[config.mk]
export PLATFORM = sky130hd
export DESIGN_NAME = next_pc_unit_flat
export DESIGN_NICKNAME = d
export VERILOG_FILES = /design/src/rtl/next_pc_unit_if.sv /design/src/rtl/next_pc_unit.sv /design/src/flat_wrapper.sv
export SDC_FILE = /design/constraint.sdc
export NUM_CORES = 1
export LEC_CHECK = 0
export CORE_MARGIN = 3
export CORE_UTILIZATION = 56
export DETAILED_ROUTE_END_ITERATION = 10
export PLACE_DENSITY = 0.81
export SYNTH_ARGS = -nofsm -noshare
export SYNTH_HDL_FRONTEND = slang
export SYNTH_SLANG_ARGS = --single-unit
[constraint.sdc]
create_clock -name clk -period 10.69 [get_ports clk]
set_clock_uncertainty 0.15 [all_clocks]
set_input_delay 3.207 -clock clk [delete_from_list [all_inputs] [get_ports clk]]
set_output_delay 3.207 -clock clk [all_outputs]
set_load 0.03 [all_outputs]
[src/rtl/next_pc_unit_if.sv]
// next_pc_unit_if: control/flag inputs and PC/RAS status outputs of the next-PC unit.
//   master: control unit / flag logic side. It drives the condition flags, the transfer
//           selects and the targets, and observes pc and the RAS status.
//   slave : next_pc_unit side.
//   Inputs to the unit : stall, zero_flag, carry_flag, msb, overflow, brtype,
//                        branch_offset, jmp_label, jmp_ra, pc_sel, link.
//   Outputs of the unit: pc, redirect, ras_count, ras_empty, ras_full, ras_underflow.
interface next_pc_unit_if #(
  parameter int unsigned ADDR_W    = 32,
  parameter int unsigned OFFSET_W  = 16,
  parameter int unsigned JMP_W     = 26,
  parameter int unsigned RAS_DEPTH = 4
);
  localparam int unsigned CNT_W = $clog2(RAS_DEPTH) + 1;

  logic                stall;
  logic                zero_flag;
  logic                carry_flag;
  logic                msb;
  logic                overflow;
  logic [3:0]          brtype;
  logic [OFFSET_W-1:0] branch_offset;
  logic [JMP_W-1:0]    jmp_label;
  logic [ADDR_W-1:0]   jmp_ra;
  logic [1:0]          pc_sel;
  logic                link;

  logic [ADDR_W-1:0]   pc;
  logic                redirect;
  logic [CNT_W-1:0]    ras_count;
  logic                ras_empty;
  logic                ras_full;
  logic                ras_underflow;

  modport master (
    output stall, zero_flag, carry_flag, msb, overflow, brtype, branch_offset,
           jmp_label, jmp_ra, pc_sel, link,
    input  pc, redirect, ras_count, ras_empty, ras_full, ras_underflow
  );

  modport slave (
    input  stall, zero_flag, carry_flag, msb, overflow, brtype, branch_offset,
           jmp_label, jmp_ra, pc_sel, link,
    output pc, redirect, ras_count, ras_empty, ras_full, ras_underflow
  );
endinterface

[src/rtl/next_pc_unit.sv]
// next_pc_unit: owns the architectural PC and chooses the next fetch address from the
// sequential, conditional-branch, absolute-jump, jump-register and return targets.
// A circular return-address stack (RAS) holds call return addresses.
// Ports:
//   clk   - clock; all state is updated on the rising edge
//   reset - synchronous, active-high; takes priority over stall
//   bus   - next_pc_unit_if.slave, which carries the control/flag inputs and the PC/RAS status
module next_pc_unit #(
  parameter int unsigned       ADDR_W    = 32,
  parameter int unsigned       OFFSET_W  = 16,
  parameter int unsigned       JMP_W     = 26,
  parameter bit                SIGN_EXT  = 1'b1,
  parameter int unsigned       RAS_DEPTH = 4,
  parameter logic [ADDR_W-1:0] RESET_PC  = '0
) (
  input logic            clk,
  input logic            reset,
  next_pc_unit_if.slave  bus
);
  localparam int unsigned      PTR_W    = $clog2(RAS_DEPTH);
  localparam int unsigned      CNT_W    = PTR_W + 1;
  localparam logic [CNT_W-1:0] FULL_CNT = CNT_W'(RAS_DEPTH);

  localparam logic [1:0] SEL_SEQ = 2'd0;
  localparam logic [1:0] SEL_JMP = 2'd1;
  localparam logic [1:0] SEL_JR  = 2'd2;
  localparam logic [1:0] SEL_RET = 2'd3;

  logic [ADDR_W-1:0] pc_q, pc_d;
  logic              redirect_q, redirect_d;
  logic              underflow_q, underflow_d;
  logic [CNT_W-1:0]  cnt_q, cnt_d;
  // sp_q points at the next free slot; the top entry is at sp_q - 1.
  logic [PTR_W-1:0]  sp_q, sp_d;
  logic [ADDR_W-1:0] ras_q [RAS_DEPTH];

  logic              ras_we;
  logic [PTR_W-1:0]  ras_waddr;
  logic [PTR_W-1:0]  top_idx;
  logic [ADDR_W-1:0] seq;
  logic [ADDR_W-1:0] ext;
  logic              cond;
  logic              push;
  logic              empty;
  logic              full;

  assign empty   = (cnt_q == '0);
  assign full    = (cnt_q == FULL_CNT);
  assign top_idx = sp_q - PTR_W'(1);
  assign seq     = pc_q + ADDR_W'(1);

  generate
    if (SIGN_EXT) begin : g_sext
      assign ext = {{(ADDR_W-OFFSET_W){bus.branch_offset[OFFSET_W-1]}}, bus.branch_offset};
    end else begin : g_zext
      assign ext = {{(ADDR_W-OFFSET_W){1'b0}}, bus.branch_offset};
    end
  endgenerate

  // Branch condition; codes 9-15 are defined as never taken.
  always_comb begin
    cond = 1'b0;
    case (bus.brtype)
      4'd0:    cond = 1'b1;
      4'd1:    cond = bus.zero_flag;
      4'd2:    cond = ~bus.zero_flag;
      4'd3:    cond = bus.carry_flag;
      4'd4:    cond = ~bus.carry_flag;
      4'd5:    cond = bus.msb;
      4'd6:    cond = ~bus.msb;
      4'd7:    cond = bus.overflow;
      4'd8:    cond = ~bus.overflow;
      default: cond = 1'b0;
    endcase
  end

  always_comb begin
    pc_d        = pc_q;
    redirect_d  = 1'b0;
    underflow_d = 1'b0;
    cnt_d       = cnt_q;
    sp_d        = sp_q;
    ras_we      = 1'b0;
    ras_waddr   = sp_q;
    push        = 1'b0;
    if (!bus.stall) begin
      case (bus.pc_sel)
        SEL_SEQ: begin
          if (cond) begin
            pc_d       = seq + ext;
            redirect_d = 1'b1;
            push       = bus.link;
          end else begin
            pc_d = seq;
          end
        end
        SEL_JMP: begin
          pc_d       = {pc_q[ADDR_W-1:JMP_W], bus.jmp_label};
          redirect_d = 1'b1;
          push       = bus.link;
        end
        SEL_JR: begin
          pc_d       = bus.jmp_ra;
          redirect_d = 1'b1;
          push       = bus.link;
        end
        SEL_RET: begin
          redirect_d = 1'b1;
          if (empty) begin
            // Empty stack: fall back to the register target. A linked return
            // still pushes, so the count becomes 1.
            pc_d        = bus.jmp_ra;
            underflow_d = 1'b1;
            push        = bus.link;
          end else begin
            pc_d = ras_q[top_idx];
            if (bus.link) begin
              // Pop+push collapses into replacing the top in place.
              ras_we    = 1'b1;
              ras_waddr = top_idx;
            end else begin
              sp_d  = top_idx;
              cnt_d = cnt_q - CNT_W'(1);
            end
          end
        end
        default: pc_d = seq;
      endcase

      // When the stack is full, sp_q already addresses the oldest entry, so a push
      // overwrites it and the count saturates.
      if (push) begin
        ras_we    = 1'b1;
        ras_waddr = sp_q;
        sp_d      = sp_q + PTR_W'(1);
        if (!full) begin
          cnt_d = cnt_q + CNT_W'(1);
        end
      end
    end
  end

  always_ff @(posedge clk) begin
    if (reset) begin
      pc_q        <= RESET_PC;
      redirect_q  <= 1'b0;
      underflow_q <= 1'b0;
      cnt_q       <= '0;
      sp_q        <= '0;
    end else begin
      pc_q        <= pc_d;
      redirect_q  <= redirect_d;
      underflow_q <= underflow_d;
      cnt_q       <= cnt_d;
      sp_q        <= sp_d;
    end
  end

  // The stack storage is not reset; entries are only read when the count says they are valid.
  always_ff @(posedge clk) begin
    if (!reset && ras_we) begin
      ras_q[ras_waddr] <= seq;
    end
  end

  assign bus.pc            = pc_q;
  assign bus.redirect      = redirect_q;
  assign bus.ras_count     = cnt_q;
  assign bus.ras_empty     = empty;
  assign bus.ras_full      = full;
  assign bus.ras_underflow = underflow_q;
endmodule
[src/flat_wrapper.sv]
// flat-port wrapper written by rule: the top's interface ports become plain ports
module next_pc_unit_flat 
#(
  parameter int unsigned       ADDR_W    = 32,
  parameter int unsigned       OFFSET_W  = 16,
  parameter int unsigned       JMP_W     = 26,
  parameter bit                SIGN_EXT  = 1'b1,
  parameter int unsigned       RAS_DEPTH = 4,
  parameter logic [ADDR_W-1:0] RESET_PC  = '0
)
  (clk, reset, bus_stall, bus_zero_flag, bus_carry_flag, bus_msb, bus_overflow, bus_brtype, bus_branch_offset, bus_jmp_label, bus_jmp_ra, bus_pc_sel, bus_link, bus_pc, bus_redirect, bus_ras_count, bus_ras_empty, bus_ras_full, bus_ras_underflow);
  next_pc_unit_if #(.ADDR_W(ADDR_W), .OFFSET_W(OFFSET_W), .JMP_W(JMP_W), .RAS_DEPTH(RAS_DEPTH)) bus_i ();
  input logic clk;
  input logic reset;
  input wire logic [$bits(bus_i.stall)-1:0] bus_stall;
  input wire logic [$bits(bus_i.zero_flag)-1:0] bus_zero_flag;
  input wire logic [$bits(bus_i.carry_flag)-1:0] bus_carry_flag;
  input wire logic [$bits(bus_i.msb)-1:0] bus_msb;
  input wire logic [$bits(bus_i.overflow)-1:0] bus_overflow;
  input wire logic [$bits(bus_i.brtype)-1:0] bus_brtype;
  input wire logic [$bits(bus_i.branch_offset)-1:0] bus_branch_offset;
  input wire logic [$bits(bus_i.jmp_label)-1:0] bus_jmp_label;
  input wire logic [$bits(bus_i.jmp_ra)-1:0] bus_jmp_ra;
  input wire logic [$bits(bus_i.pc_sel)-1:0] bus_pc_sel;
  input wire logic [$bits(bus_i.link)-1:0] bus_link;
  output wire logic [$bits(bus_i.pc)-1:0] bus_pc;
  output wire logic [$bits(bus_i.redirect)-1:0] bus_redirect;
  output wire logic [$bits(bus_i.ras_count)-1:0] bus_ras_count;
  output wire logic [$bits(bus_i.ras_empty)-1:0] bus_ras_empty;
  output wire logic [$bits(bus_i.ras_full)-1:0] bus_ras_full;
  output wire logic [$bits(bus_i.ras_underflow)-1:0] bus_ras_underflow;
  assign bus_i.stall = bus_stall;
  assign bus_i.zero_flag = bus_zero_flag;
  assign bus_i.carry_flag = bus_carry_flag;
  assign bus_i.msb = bus_msb;
  assign bus_i.overflow = bus_overflow;
  assign bus_i.brtype = bus_brtype;
  assign bus_i.branch_offset = bus_branch_offset;
  assign bus_i.jmp_label = bus_jmp_label;
  assign bus_i.jmp_ra = bus_jmp_ra;
  assign bus_i.pc_sel = bus_pc_sel;
  assign bus_i.link = bus_link;
  assign bus_pc = bus_i.pc;
  assign bus_redirect = bus_i.redirect;
  assign bus_ras_count = bus_i.ras_count;
  assign bus_ras_empty = bus_i.ras_empty;
  assign bus_ras_full = bus_i.ras_full;
  assign bus_ras_underflow = bus_i.ras_underflow;
  next_pc_unit #(.ADDR_W(ADDR_W), .OFFSET_W(OFFSET_W), .JMP_W(JMP_W), .SIGN_EXT(SIGN_EXT), .RAS_DEPTH(RAS_DEPTH), .RESET_PC(RESET_PC)) u_core (.clk(clk), .reset(reset), .bus(bus_i));
endmodule
Word-level counts from Yosys, hierarchy flattened --
Memory sizes are Yosys's and may differ from the RTL's. Index checks and enable logic that the tools add are counted.
Storage, ports and cells: output and inout bits 39, logic and storage cells 78, memory bits (writable) 128, memories 1, bits in registers 39
Cells by class: bitwise gates (word level) 7, reduce and logical (&&, ||, !) cells 12, eq/ne operators 14, mux-type cells 32, $add $sub $neg 6
Memories:
- u_core.ras_q | words 4, width 32, rd ports 1, clocked after Yosys merged registers in 0, wr ports 1, line next_pc_unit.sv:35 | logic [ADDR_W-1:0] ras_q [RAS_DEPTH];
Operators by type and width (number):
- one-hot mux 32 bit (4 select lines) | 1
- two-way mux 32 bit | 2
- adder 32 x 1 -> 32 bit, second input constant | 1
- adder 32 bit | 1
- two-way mux 2 bit | 9
- equality test 4 x 3 -> 1 bit, second input constant | 4
- two-way mux 3 bit | 5
- two-way mux 1 bit | 12
- one-hot mux 1 bit (9 select lines) | 1
- equality test 4 x 2 -> 1 bit, second input constant | 2
- inverter 1 bit | 7
- OR reduction 3 bit | 2
- equality test 2 bit, second input constant | 2
- equality test 4 x 1 -> 1 bit, second input constant | 1
- equality test 4 bit, second input constant | 1
- zero test 4 bit | 1
- inequality test 2 x 1 -> 1 bit, second input constant | 2
- AND reduction 4 bit | 1
- OR reduction 2 bit | 2
- adder 3 x 1 -> 3 bit, second input constant | 1
- equality test 3 bit, second input constant | 1
- zero test 3 bit | 1
- one-hot mux 1 bit (3 select lines) | 1
- subtractor 3 x 1 -> 3 bit, second input constant | 1
- 9 further kinds | 9

Depth between registers and ports, before layout --
depth in word-level cells 10, depth in mapped cells 16, depth with buffers taken out 15

Least setup slack after synthesis --
OpenSTA, ideal clock, no wires.
kind input to register, from in bus_pc_sel[0], to mem u_core.ras_q[0][0], enable pin, arrival time 7.696 ns, data required time 10.039 ns, library setup time 0.501 ns, path buffers 3, stages on the path 8, slack 2.342 ns, cells stage by stage ha_1 -> nor2b_1 -> clkbuf_1 -> clkbuf_1 -> clkbuf_1 -> nand3_1 -> and2_1 -> nor4_1
Between the ends: word-level cells in the longest chain between the ends 9, elaborated cells between the ends (all ways) 16, those cells by class eq/ne (3); mux (10); reduce/logical (3)
Ends and longest elaborated chain:
- start: declaration | line flat_wrapper.sv:24 | input wire logic [$bits(bus_i.pc_sel)-1:0] bus_pc_sel;
- equality test 2 x 1 -> 1 bit / equality test 2 bit (equally long branches) | line next_pc_unit.sv:87 | case (bus.pc_sel)
- OR reduction 2 bit (no source line)
- one-hot mux 1 bit (3 select lines) | line next_pc_unit.sv:87
- two-way mux 1 bit | line next_pc_unit.sv:86 | if (!bus.stall) begin
- two-way mux 1 bit | line next_pc_unit.sv:132 | if (push) begin
- two-way mux 1 bit | line next_pc_unit.sv:86
- logical AND 1 bit | line next_pc_unit.sv:161 | if (!reset && ras_we) begin
- two-way mux 1 bit | line next_pc_unit.sv:161
- two-way mux 1 bit (implied by the code) | line next_pc_unit.sv:162 | ras_q[ras_waddr] <= seq;
- end: declaration | line next_pc_unit.sv:35
Several ways; a longest one is shown, not always the timed one. The select of a mux whose other input is x is not followed.

Worst setup path in the final report --
from in bus_brtype[2], to mem u_core.ras_q[0][23], enable pin
Between the ends: word-level cells in the longest chain between the ends 10, elaborated cells between the ends (all ways) 20, those cells by class eq/ne (8); mux (10); reduce/logical (2)
Ends and longest elaborated chain:
- start: declaration | line flat_wrapper.sv:20 | input wire logic [$bits(bus_i.brtype)-1:0] bus_brtype;
- equality test 4 bit, or another cell as far along | line next_pc_unit.sv:63 | case (bus.brtype)
- one-hot mux 1 bit (9 select lines) (*) | line next_pc_unit.sv:63
- two-way mux 1 bit (*) | line next_pc_unit.sv:89 | if (cond) begin
- one-hot mux 1 bit (3 select lines) (*) | line next_pc_unit.sv:87
- two-way mux 1 bit (*) | line next_pc_unit.sv:86
- two-way mux 1 bit | line next_pc_unit.sv:132
- two-way mux 1 bit | line next_pc_unit.sv:86
- logical AND 1 bit | line next_pc_unit.sv:161
- two-way mux 1 bit | line next_pc_unit.sv:161
- two-way mux 1 bit (implied by the code) | line next_pc_unit.sv:162
Mark *: on every way between the ends. The rest lies on a longest branch, timed or not. The select of a mux whose other input is x is not followed.

==> results.tsv <==
metric	value	unit
routing usage on met1	38.7	%
Die H	137	um
Buffers on Ports	126	
Tot GR Track Use	28.4	%
Most common cell on crit path	mux2_4	
type of the most critical hold path	reg2reg	
Worst Setup Start Kind	input port	
sequential power share	43.1	%
worst-margin pin slew	1260	ps
most common cell in the synthesized netlist	edfxtp_1	
Max-cap violations	0	
DRT Pass-1 Iters	6	
Slew headroom	15.0	%
Synth area leader	edfxtp_1	
gr busiest metal	met2	
Internal	0.00125	W
post-synth top area share	40.2	%
Sw Pwr	0.000462	W
arrival time worst endpoint	6810	ps
Post-Layout Cell Count	1192	
setup_tns	0	ps
total gr overflow	0	
# IOs	127	
Final WS setup	3810	ps
Nets	1094	
WP data required	10620	ps
Lkg Pwr	4.22	nW
n_diodes	0	
period utilization	64.4	%
clk buf depth	2	
Clock Latency Late Sink	430	ps
mapped cell area	0.00957	sq mm
combinational share of power	19.6	%
vias post-DR	7718	
area grow syn2layout	22.0	%
top cells by area, synth	edfxtp_1 (40%), dfxtp_1 (8.2%), mux4_2 (7.5%)	
Core ar.	0.0166	sq mm
PostCTS Resize Cnt	0	
Placer Congestion	0.995	
ratio of cells with drive above 1 in the final layout	9.67	%
Pins Over Slew Limit	0	
DRT Wirelength	25.8	mm
vias in the first global route	7490	
most frequent cells after synthesis	edfxtp_1 (128), nand2_1 (89), a21oi_1 (67)	
drt wl/cell	21.7	um
drt drc	0	
Hold Vio Cnt, Final	0	
Net Count, Synth	983	
status	completed	
Max Clock Freq	145	MHz
synth warn	0	
CP Cell Sequence	clkdlybuf4s50_1 -> mux2_4 -> mux2_4 -> a211oi_4 -> o311ai_0 -> nor4_2 -> buf_4	
endpoint class of the critical path	register	
clk sink count	167	
die width	137	um
pre-CTS setup slack	3380	ps
Root Driver	clkbuf_16	
routing usage on met3	7.24	%
antenna violations before repair	0	
clock transition at the registers of the reported paths	60	ps
# rows	47	
depth of the CTS H-tree	4	
antenna-violating nets left	0	
Final Critical Period	6880	ps
TritonCTS clock tree	done	
Initial Util	57.5	%
pin count of the biggest net entering global routing	53	
placed insts	1160	
Synth Area per Inst	11.3	sq um
slowest cell on the critical path	nor4_2	
Worst path max stage delay	790	ps
# hold bufs at CTS	0	
die footprint	0.0187	sq mm
sequential-to-total area share from yosys stat	48.3	%
setup bufs post-CTS	0	
number of vias per cell	6.47	
EDFF count, synth	128	
GR met2 Demand/Resource	44.8	%
Detailed Place HPWL	17.1	mm
final setup fails	0	
Async S/R FF share, synth	0	%
cell area power density	147	mW/mm^2
first-pass GRT wire length	40.4	mm
Synth cell types	64	
Clk network pwr share	37.3	%
family with the most delay on the worst path	buffers and inverters	
WS Path Type	in2reg	
Sw Share	26.9	%
Main synth FF type	edfxtp_1	
WP buf/inv	2	
number of buffers created by CTS	17	
crit-path max FO	26	
#FFs+latches synth	167	
initial DRC count	866	
Gate Count Post-Synth	848	
unrepaired setup endpoints after global routing	false	
Peak VDD IR	122	uV
## cell usage in the layout, fill, tap and decap left out, types with 19 or more instances in the layout
cell | Yosys | layout
clkbuf_16 | 0 | 19
a21oi_1 | 67 | 67
dfxtp_1 | 39 | 38
xnor2_1 | 35 | 35
nand2_1 | 89 | 89
xor2_1 | 20 | 20
o21ai_0 | 31 | 31
ha_1 | 46 | 45
clkdlybuf4s50_1 | 0 | 126
edfxtp_1 | 128 | 128
mux4_2 | 32 | 32
nor2_1 | 51 | 49
a221oi_1 | 25 | 25
## kinds of logic after synthesis
| group | after synthesis | synth area share [%] |
|---|---|---|
| xor+xnor | 55 | 5.04 |
| fa+ha+maj | 47 | 6.23 |
| buf+inv | 62 | 2.49 |
| compound gates | 233 | 16.9 |
| flops | 167 | 48.3 |
| mux | 41 | 8.58 |
| simple gates | 243 | 12.4 |
## layer usage
layer  share of wire, %  vias up  wire length (um)
met5                  0        -                 0
met4                1.7        0               448
met3                9.1       39              2350
met2                 47      381             12200
met1                 42     3768             10900
li1                   -     3530                 -
## worst min-delay path, stage by stage, from the launching register on
cell and delay (ps):
dfxtp_1 350, nand2_1 70, nand2_1 50
## through the flow
| step | hold slack (ps) | power [W] | instance area, sq um | utilization, % |
|---|---|---|---|---|
| finish | 359 | 0.00172 | 11700 | 70.1 |
| global placement | 330 | 0.00108 | 11000 | 66.3 |
| floorplan | 443 | 0.000964 | 9570 | - |
| detailed placement | 349 | 0.00108 | 11000 | 66.3 |
| global route | 381 | 0.00178 | 11700 | 70.1 |
| CTS | 357 | 0.00172 | 11700 | 70.1 |
## final timing paths
path	start	endpoint	slack (ps)	cells after the start
worst max-delay path	bus_brtype[2]	u_core.ras_q[0][23]	3810	7
worst min-delay path	u_core.bus.pc[17]	u_core.bus.pc[17]	360	2
worst max register to register	u_core.bus.pc[0]	u_core.bus.pc[31]	5840	15
worst min register to register	u_core.bus.pc[17]	u_core.bus.pc[17]	360	2
## area by class of cell
class	count	area, sq um
fillers	1225	4970
multi-input cells	619	4730
flip-flops and latches	167	4630
repair buffers	139	1360
clock buffers	22	517
well taps	220	275
clock inverters	10	113
inverters	15	56.3
## sequential cells by signal (all words and copies together), names as in the netlist
register / flops
u_core.bus.pc: 32
u_core.bus.ras_count: 3
u_core.bus.ras_underflow: 1
u_core.bus.redirect: 1
u_core.ras_q: 128
u_core.sp_q: 2
## power groups by stage
stage | Sequential, W | Clock, W | Combinational [W]
2_1_floorplan | 0.000767 | 0 | 0.000196
3_3_place_gp | 0.000752 | 0 | 0.000323
3_5_place_dp | 0.000752 | 0 | 0.000329
4_1_cts | 0.000739 | 0.000646 | 0.000333
5_1_grt | 0.000741 | 0.000672 | 0.000365
6_report | 0.000739 | 0.000640 | 0.000337
Power figures use the tool's default switching activity.
